**config.mk**
```make
export PLATFORM = sky130hd
export DESIGN_NAME = sad_accum
export DESIGN_NICKNAME = d
export VERILOG_FILES = /design/src/rtl/sad_pkg.sv /design/src/rtl/sad_accum.sv
export SDC_FILE = /design/constraint.sdc
export NUM_CORES = 1
export LEC_CHECK = 0
export BUFFER_PORTS_ARGS = -buffer_cell sky130_fd_sc_hd__buf_2
export CAP_MARGIN = 20
export CORE_MARGIN = 10
export CORE_UTILIZATION = 49
export DETAILED_ROUTE_END_ITERATION = 7
export PLACE_DENSITY = 0.75
export RECOVER_POWER = 100
export SYNTH_ARGS = -nofsm -noshare
export SYNTH_HDL_FRONTEND = slang
export SYNTH_SLANG_ARGS = --single-unit
```
**constraint.sdc**
```tcl
create_clock -name clk -period 2.9 [get_ports clk]
set_clock_uncertainty 0.05 [all_clocks]
set_input_delay 0.29 -clock clk [delete_from_list [all_inputs] [get_ports clk]]
set_output_delay 0.29 -clock clk [all_outputs]
set_load 0.01 [all_outputs]
```
**src/rtl/sad_pkg.sv**
```systemverilog
// sad_pkg: shared FSM encoding, default sizes and result-width derivation for sad_accum
package sad_pkg;
    localparam int DEF_DIFF_WIDTH = 9;
    localparam int DEF_BLOCK_LEN  = 16;

    typedef enum logic {
        ACCUM = 1'b0,
        HOLD  = 1'b1
    } state_e;

    // Sum of BLOCK_LEN samples of dw bits never needs more than dw+log2(BLOCK_LEN) bits
    function automatic int sad_width(input int dw, input int bl);
        return dw + $clog2(bl);
    endfunction
endpackage

```
**src/rtl/sad_accum.sv**
```systemverilog
// sad_accum: accumulates BLOCK_LEN absolute differences and holds the block sum
// until the downstream consumer takes it.
module sad_accum
    import sad_pkg::*;
#(
    parameter int DIFF_WIDTH = DEF_DIFF_WIDTH,
    parameter int BLOCK_LEN  = DEF_BLOCK_LEN,
    parameter int SAD_WIDTH  = sad_width(DIFF_WIDTH, BLOCK_LEN)
) (
    input  logic                  clk,
    input  logic                  rst,
    input  logic                  clr,
    input  logic                  in_valid,
    input  logic [DIFF_WIDTH-1:0] in_diff,
    output logic                  in_ready,
    output logic                  out_valid,
    output logic [SAD_WIDTH-1:0]  out_sad,
    input  logic                  out_ready
);
    localparam int CW = $clog2(BLOCK_LEN);

    state_e               state_q, state_d;
    logic [CW-1:0]        cnt_q, cnt_d;
    logic [SAD_WIDTH-1:0] acc_q, acc_d;
    logic                 accept;
    logic                 last;

    assign in_ready  = state_q == ACCUM;
    assign out_valid = state_q == HOLD;
    assign out_sad   = out_valid ? acc_q : '0;
    assign accept    = in_valid && in_ready;
    assign last      = cnt_q == CW'(BLOCK_LEN - 1);

    always_comb begin
        state_d = state_q;
        cnt_d   = cnt_q;
        acc_d   = acc_q;
        if (state_q == ACCUM) begin
            if (clr) begin
                cnt_d = '0;
                acc_d = '0;
            end else if (accept) begin
                // counter wraps to 0 on the final sample, ready for the next block
                acc_d   = (cnt_q == '0 ? '0 : acc_q) + SAD_WIDTH'(in_diff);
                cnt_d   = cnt_q + 1'b1;
                state_d = last ? HOLD : ACCUM;
            end
        end else if (clr || out_ready) begin
            state_d = ACCUM;
            acc_d   = '0;
        end
    end

    always_ff @(posedge clk) begin
        if (rst) begin
            state_q <= ACCUM;
            cnt_q   <= '0;
            acc_q   <= '0;
        end else begin
            state_q <= state_d;
            cnt_q   <= cnt_d;
            acc_q   <= acc_d;
        end
    end
endmodule

```
## Yosys cells after proc, flatten, opt, wreduce, memory -nomap -nowiden

Index checks and enable logic that the tools add are counted.
W data, S select, Z words.

- Bits in registers: 18
- Logic and storage cells: 28
- Output and inout bits: 15
- Bits of input ports: 14

- Equality and inequality tests: 2
- Reduce and logical (&&, ||, !) cells: 7
- Add/subtract/negate cells: 2
- Mux-type cells: 13
- Bitwise logic cells: 1

Operator list:

| cell | count |
|---|---|
| $mux W13 | 6 |
| $add A13 B9 Y13 | 1 |
| $mux W4 | 2 |
| $mux W1 | 5 |
| $add A4 B1 Y4 const B | 1 |
| $eq A4 B4 Y1 const B | 1 |
| $logic_not A4 Y1 | 1 |
| $reduce_and A2 Y1 | 2 |
| $reduce_bool A3 Y1 | 1 |
| $ne A2 B1 Y1 const B | 1 |
| $reduce_bool A2 Y1 | 1 |
| $logic_and A1 B1 Y1 | 1 |
| $logic_or A1 B1 Y1 | 1 |
| $not A1 Y1 | 1 |

## Depth between registers and ports, before layout

- Word-level depth: 6
- Gate-level depth with buffers: 13
- Depth with buffers taken out: 12

## Worst setup path before layout

Ideal clock, no wire load.

- Path type: reg2reg
- From: reg cnt_q[0]
- To: reg acc_q[12]
- Cell stages (with the launch flop): 14
- Path slack: -0.115 ns
- Clock period less this slack: 3.015 ns
- Data arrival time: 2.891 ns
- Path buffers: 1
- Cells stage by stage: dfxtp_1 -> inv_1 -> ha_1 -> or3b_2 -> clkbuf_1 -> and2_1 -> ha_1 -> inv_1 -> fa_1 -> nand2b_1 -> a211oi_2 -> o41ai_1 -> or4_1 -> a31oi_1

- Word-level cells in the longest chain between the ends: 6

RTL lines:

| what | line | text |
|---|---|---|
| from (decl) | sad_accum.sv:23 | `logic [CW-1:0] cnt_q, cnt_d;` |
| from (signal assigned) | sad_accum.sv:61 | `cnt_q <= cnt_d;` |
| $logic_not A4 Y1 | sad_accum.sv:44 | `acc_d = (cnt_q == '0 ? '0 : acc_q) + SAD_WIDTH'(in_diff);` |
| $mux W13 | sad_accum.sv:44 |  |
| $add A13 B9 Y13 | sad_accum.sv:44 |  |
| $mux W13 | sad_accum.sv:42 | `end else if (accept) begin` |
| $mux W13 | sad_accum.sv:39 | `if (clr) begin` |
| $mux W13 | sad_accum.sv:38 | `if (state_q == ACCUM) begin` |
| to (signal assigned) | sad_accum.sv:58 | `acc_q <= '0;` |
| to (signal assigned) | sad_accum.sv:62 | `acc_q <= acc_d;` |
| to (decl) | sad_accum.sv:24 | `logic [SAD_WIDTH-1:0] acc_q, acc_d;` |

No other way between the ends. The select of a mux whose other input is x is not followed.
A chain may end at the register's enable or synchronous reset.

## Final worst setup path

- From: reg cnt_q[0]
- To: reg acc_q[8]

Same word-level chain as after synthesis.

==> run_results.csv <==
group,metric,value,unit
run_status,status,"complete, no violations",
place,globalplace.congestion,0.913,
yosys,yosysSeqAreaShare,25.4,%
critical_path,r2r_end,"acc_q[8]",
yosys,synth_seq_cells,18,
critical_path,cp.required,3.06,ns
clocking,clk_pin_slew,0.11,ns
routing,drt-total-wl,4.05,mm
pwr,p_total,0.487,mW
die,core_area,0.00276,mm^2
die,start_util,51.5,%
clocking,htree_levels,1,
sta,slew_headroom,23.0,%
clocking,clock-sinks,18,
yosys,yosysTopAreaCellShare,25.4,%
clocking,clock_latency,0.30,ns
die,dieArea,0.00545,mm^2
die,die_width,73.8,um
pwr,power_density,268,mW/mm^2
critical_path,path_cells,"inv_1 -> ha_2 -> or3b_4 -> buf_4 -> and2_1 -> ha_4 -> o21ai_2 -> a211oi_4 -> buf_4 -> o21a_1 -> or3_1 -> a32o_1",
routing,drt_iter0_drc,129,
critical_path,slowest_stage,"or3b_4",
global_routing,grt_pass1_vias,1458,
pwr,p_leak,0.761,nW
flow_run,cap_violations,0,
sta,tightest_slew,1.14,ns
yosys,syn_nets,209,
final_layout,drive_above_1_share,27.5,%
critical_path,path_class,"reg2reg",
critical_path,reg2reg_slack,0.07,ns
critical_path,worstSetupEndpoint,"acc_q[8]",
sta,drv_slew,0,
final_layout,diodes,0,
routing,vias,1499,
yosys,avgSynthCellArea,7.76,um^2
routing,firstDrtPassIters,4,
final_layout,area_growth,28.2,%
yosys,synth_edf_count,0,
die,rows,19,
sta,fmax,353,MHz
final_layout,layout.nets,250,
critical_path,rr_worst_depth,12,
sta,hold_viol_final,0,
final_layout,final_cell_mix,"19 x buf_2, 17 x a21oi_1, 16 x dfxtp_1",
final_layout,fillCellCount,244,
yosys,synth-main-ff-cell,"dfxtp_1",
critical_path,crit_cells,12,
critical_path,path_max_fanout,6,
yosys,synth_top_cell_by_area,"dfxtp_1",
critical_path,critPathLaunchType,"flip-flop",
critical_path,slowest_delay,0.39,ns
final_layout,fin_cells,253,
critical_path,crit_family,"simple AND/OR/NAND/NOR gates",
yosys,synth_cell_types,46,
global_routing,antenna_found_initial,0,
place,portBuffers,28,
yosys,synth-warning-count,0,
die,pin_count,29,
place,place_inst,246,
clocking,cts-root-buf,"clkbuf_4",
yosys,yosys-top-cells-area,"dfxtp_1 25%, ha_1 9.7%, and2_1 9.3%",
sta,finalCritPeriodShare,97.6,%
sta,min_period,2.83,ns
critical_path,cpMostUsedCell,"buf_4",
critical_path,r2r_start,"cnt_q[0]",
routing,detail-route-antenna-nets,0,
min_path,hp-start,"out_ready",
critical_path,startpoint,"cnt_q[0]",
global_routing,grt_first_pass_wirelength,6.56,mm
yosys,async_reset_ff_share,0,%
min_path,min_path_type,"in2reg",
clocking,clockBufferDepth,2,
sta,tns,0,ns
global_routing,overflow,0,
place,place_hpwl,2.98,mm
sta,rsz0062_at_grt,"true",
critical_path,path_buf_inv,3,
final_layout,mostFrequentLayoutCell,"buf_2",
yosys,synth_area,0.00142,mm^2
critical_path,endpoint_kind,"flip-flop",
routing,routedWlPerCell,16.0,um
critical_path,critPathArrivalTime,2.99,ns
clocking,cts_tree,"yes",
pwr,ir_drop,0.246,mV
die,die_y,73.8,um
yosys,synthCells,183,
clocking,cts_buffers,3,
routing,vias_per_cell,5.92,
sta,setup_violations,0,
global_routing,grt_max_degree,24,
global_routing,grt_use_total,14.6,%
routing,drc,0,
-- worst min-delay path by stage --
stage | to | slack [ns] | cells past startpoint
2_1_floorplan | acc_q[7] | 0.38 | 2
3_3_place_gp | acc_q[2] | 0.40 | 2
3_5_place_dp | acc_q[0] | 0.41 | 2
4_1_cts | out_valid | 0.23 | 3
5_1_grt | out_valid | 0.24 | 3
6_report | out_valid | 0.22 | 3
-- stage by stage --
step	hold slack [ns]	util, %	setup slack, ns	cell area (um^2)
after floorplan	0.380	-	0.00275	1430
after global placement	0.403	60.1	0.0410	1660
after detailed placement	0.414	60.1	-0.0828	1660
after CTS	0.233	61.5	0.00149	1700
after global routing	0.244	66.0	-0.0565	1820
final	0.224	66.0	0.0704	1820
-- state kept, by name, summed over array words and instances, names as in the netlist --
| register | count |
|---|---|
| acc_q | 13 |
| cnt_q | 4 |
| out_valid | 1 |
-- logic make-up (layout without fill, tap and decap cells) --
kind of cell    Yosys count  after routing  synth area share (%)
simple gates             77             77                  30.3
buf+inv                  17             56                  4.85
xor+xnor                  2              2                  1.23
mux                       2              2                  1.50
compound gates           55             55                  25.6
flops                    18             18                  25.4
fa+ha+maj                12             12                  11.1
-- cells in the mapped netlist, drive strengths merged (3+ instances only) --
cell type  number
and2           21
dfxtp          18
a21oi          17
nand2          14
nor2           13
ha             11
o21ai          11
inv            10
nand2b          7
o21a            5
clkbuf          4
nor3            4
or4             4
a211o           3
a211oi          3
buf             3
nand4           3
nor4            3
-- repair_timing --
item                                    in CTS  in global routing
endpoints found under the setup margin       2                  7
setup buffers                                0                  4
pin swaps                                    0                  9
resized for setup                            3                 23
hold buffers                                 0                  0
-- cell type report --
type	instances	area (um^2)	share of cell area, %
Multi-Input combinational cell	148	1120	61.4
Sequential cell	18	363	19.9
Timing Repair Buffer	43	241	13.3
Tap cell	31	38.8	2.13
Inverter	10	37.5	2.06
Clock buffer	3	22.5	1.24
-- metal layers --
metal	track usage [%]	up-vias	wire [um]	share of wire, %
met4	4.76	0	42	1.0
met2	25.4	49	2050	51
met1	17.3	702	1690	42
met5	0	-	0	0
met3	2.96	6	269	6.6
li1	-	742	-	-
-- worst min-delay path, delay by kind of cell --
kind | cells | cell delay (ns)
buffers and inverters | 1 | 0.09
muxes | 1 | 0.13
and+or+nand+nor | 1 | 0.04
-- where the power goes --
| group | switching, mW | internal, mW |
|---|---|---|
| clock | 0.0853 | 0.0485 |
| sequential | 0.00385 | 0.253 |
| combinational | 0.0533 | 0.0432 |
Power figures use the tool's default switching activity.
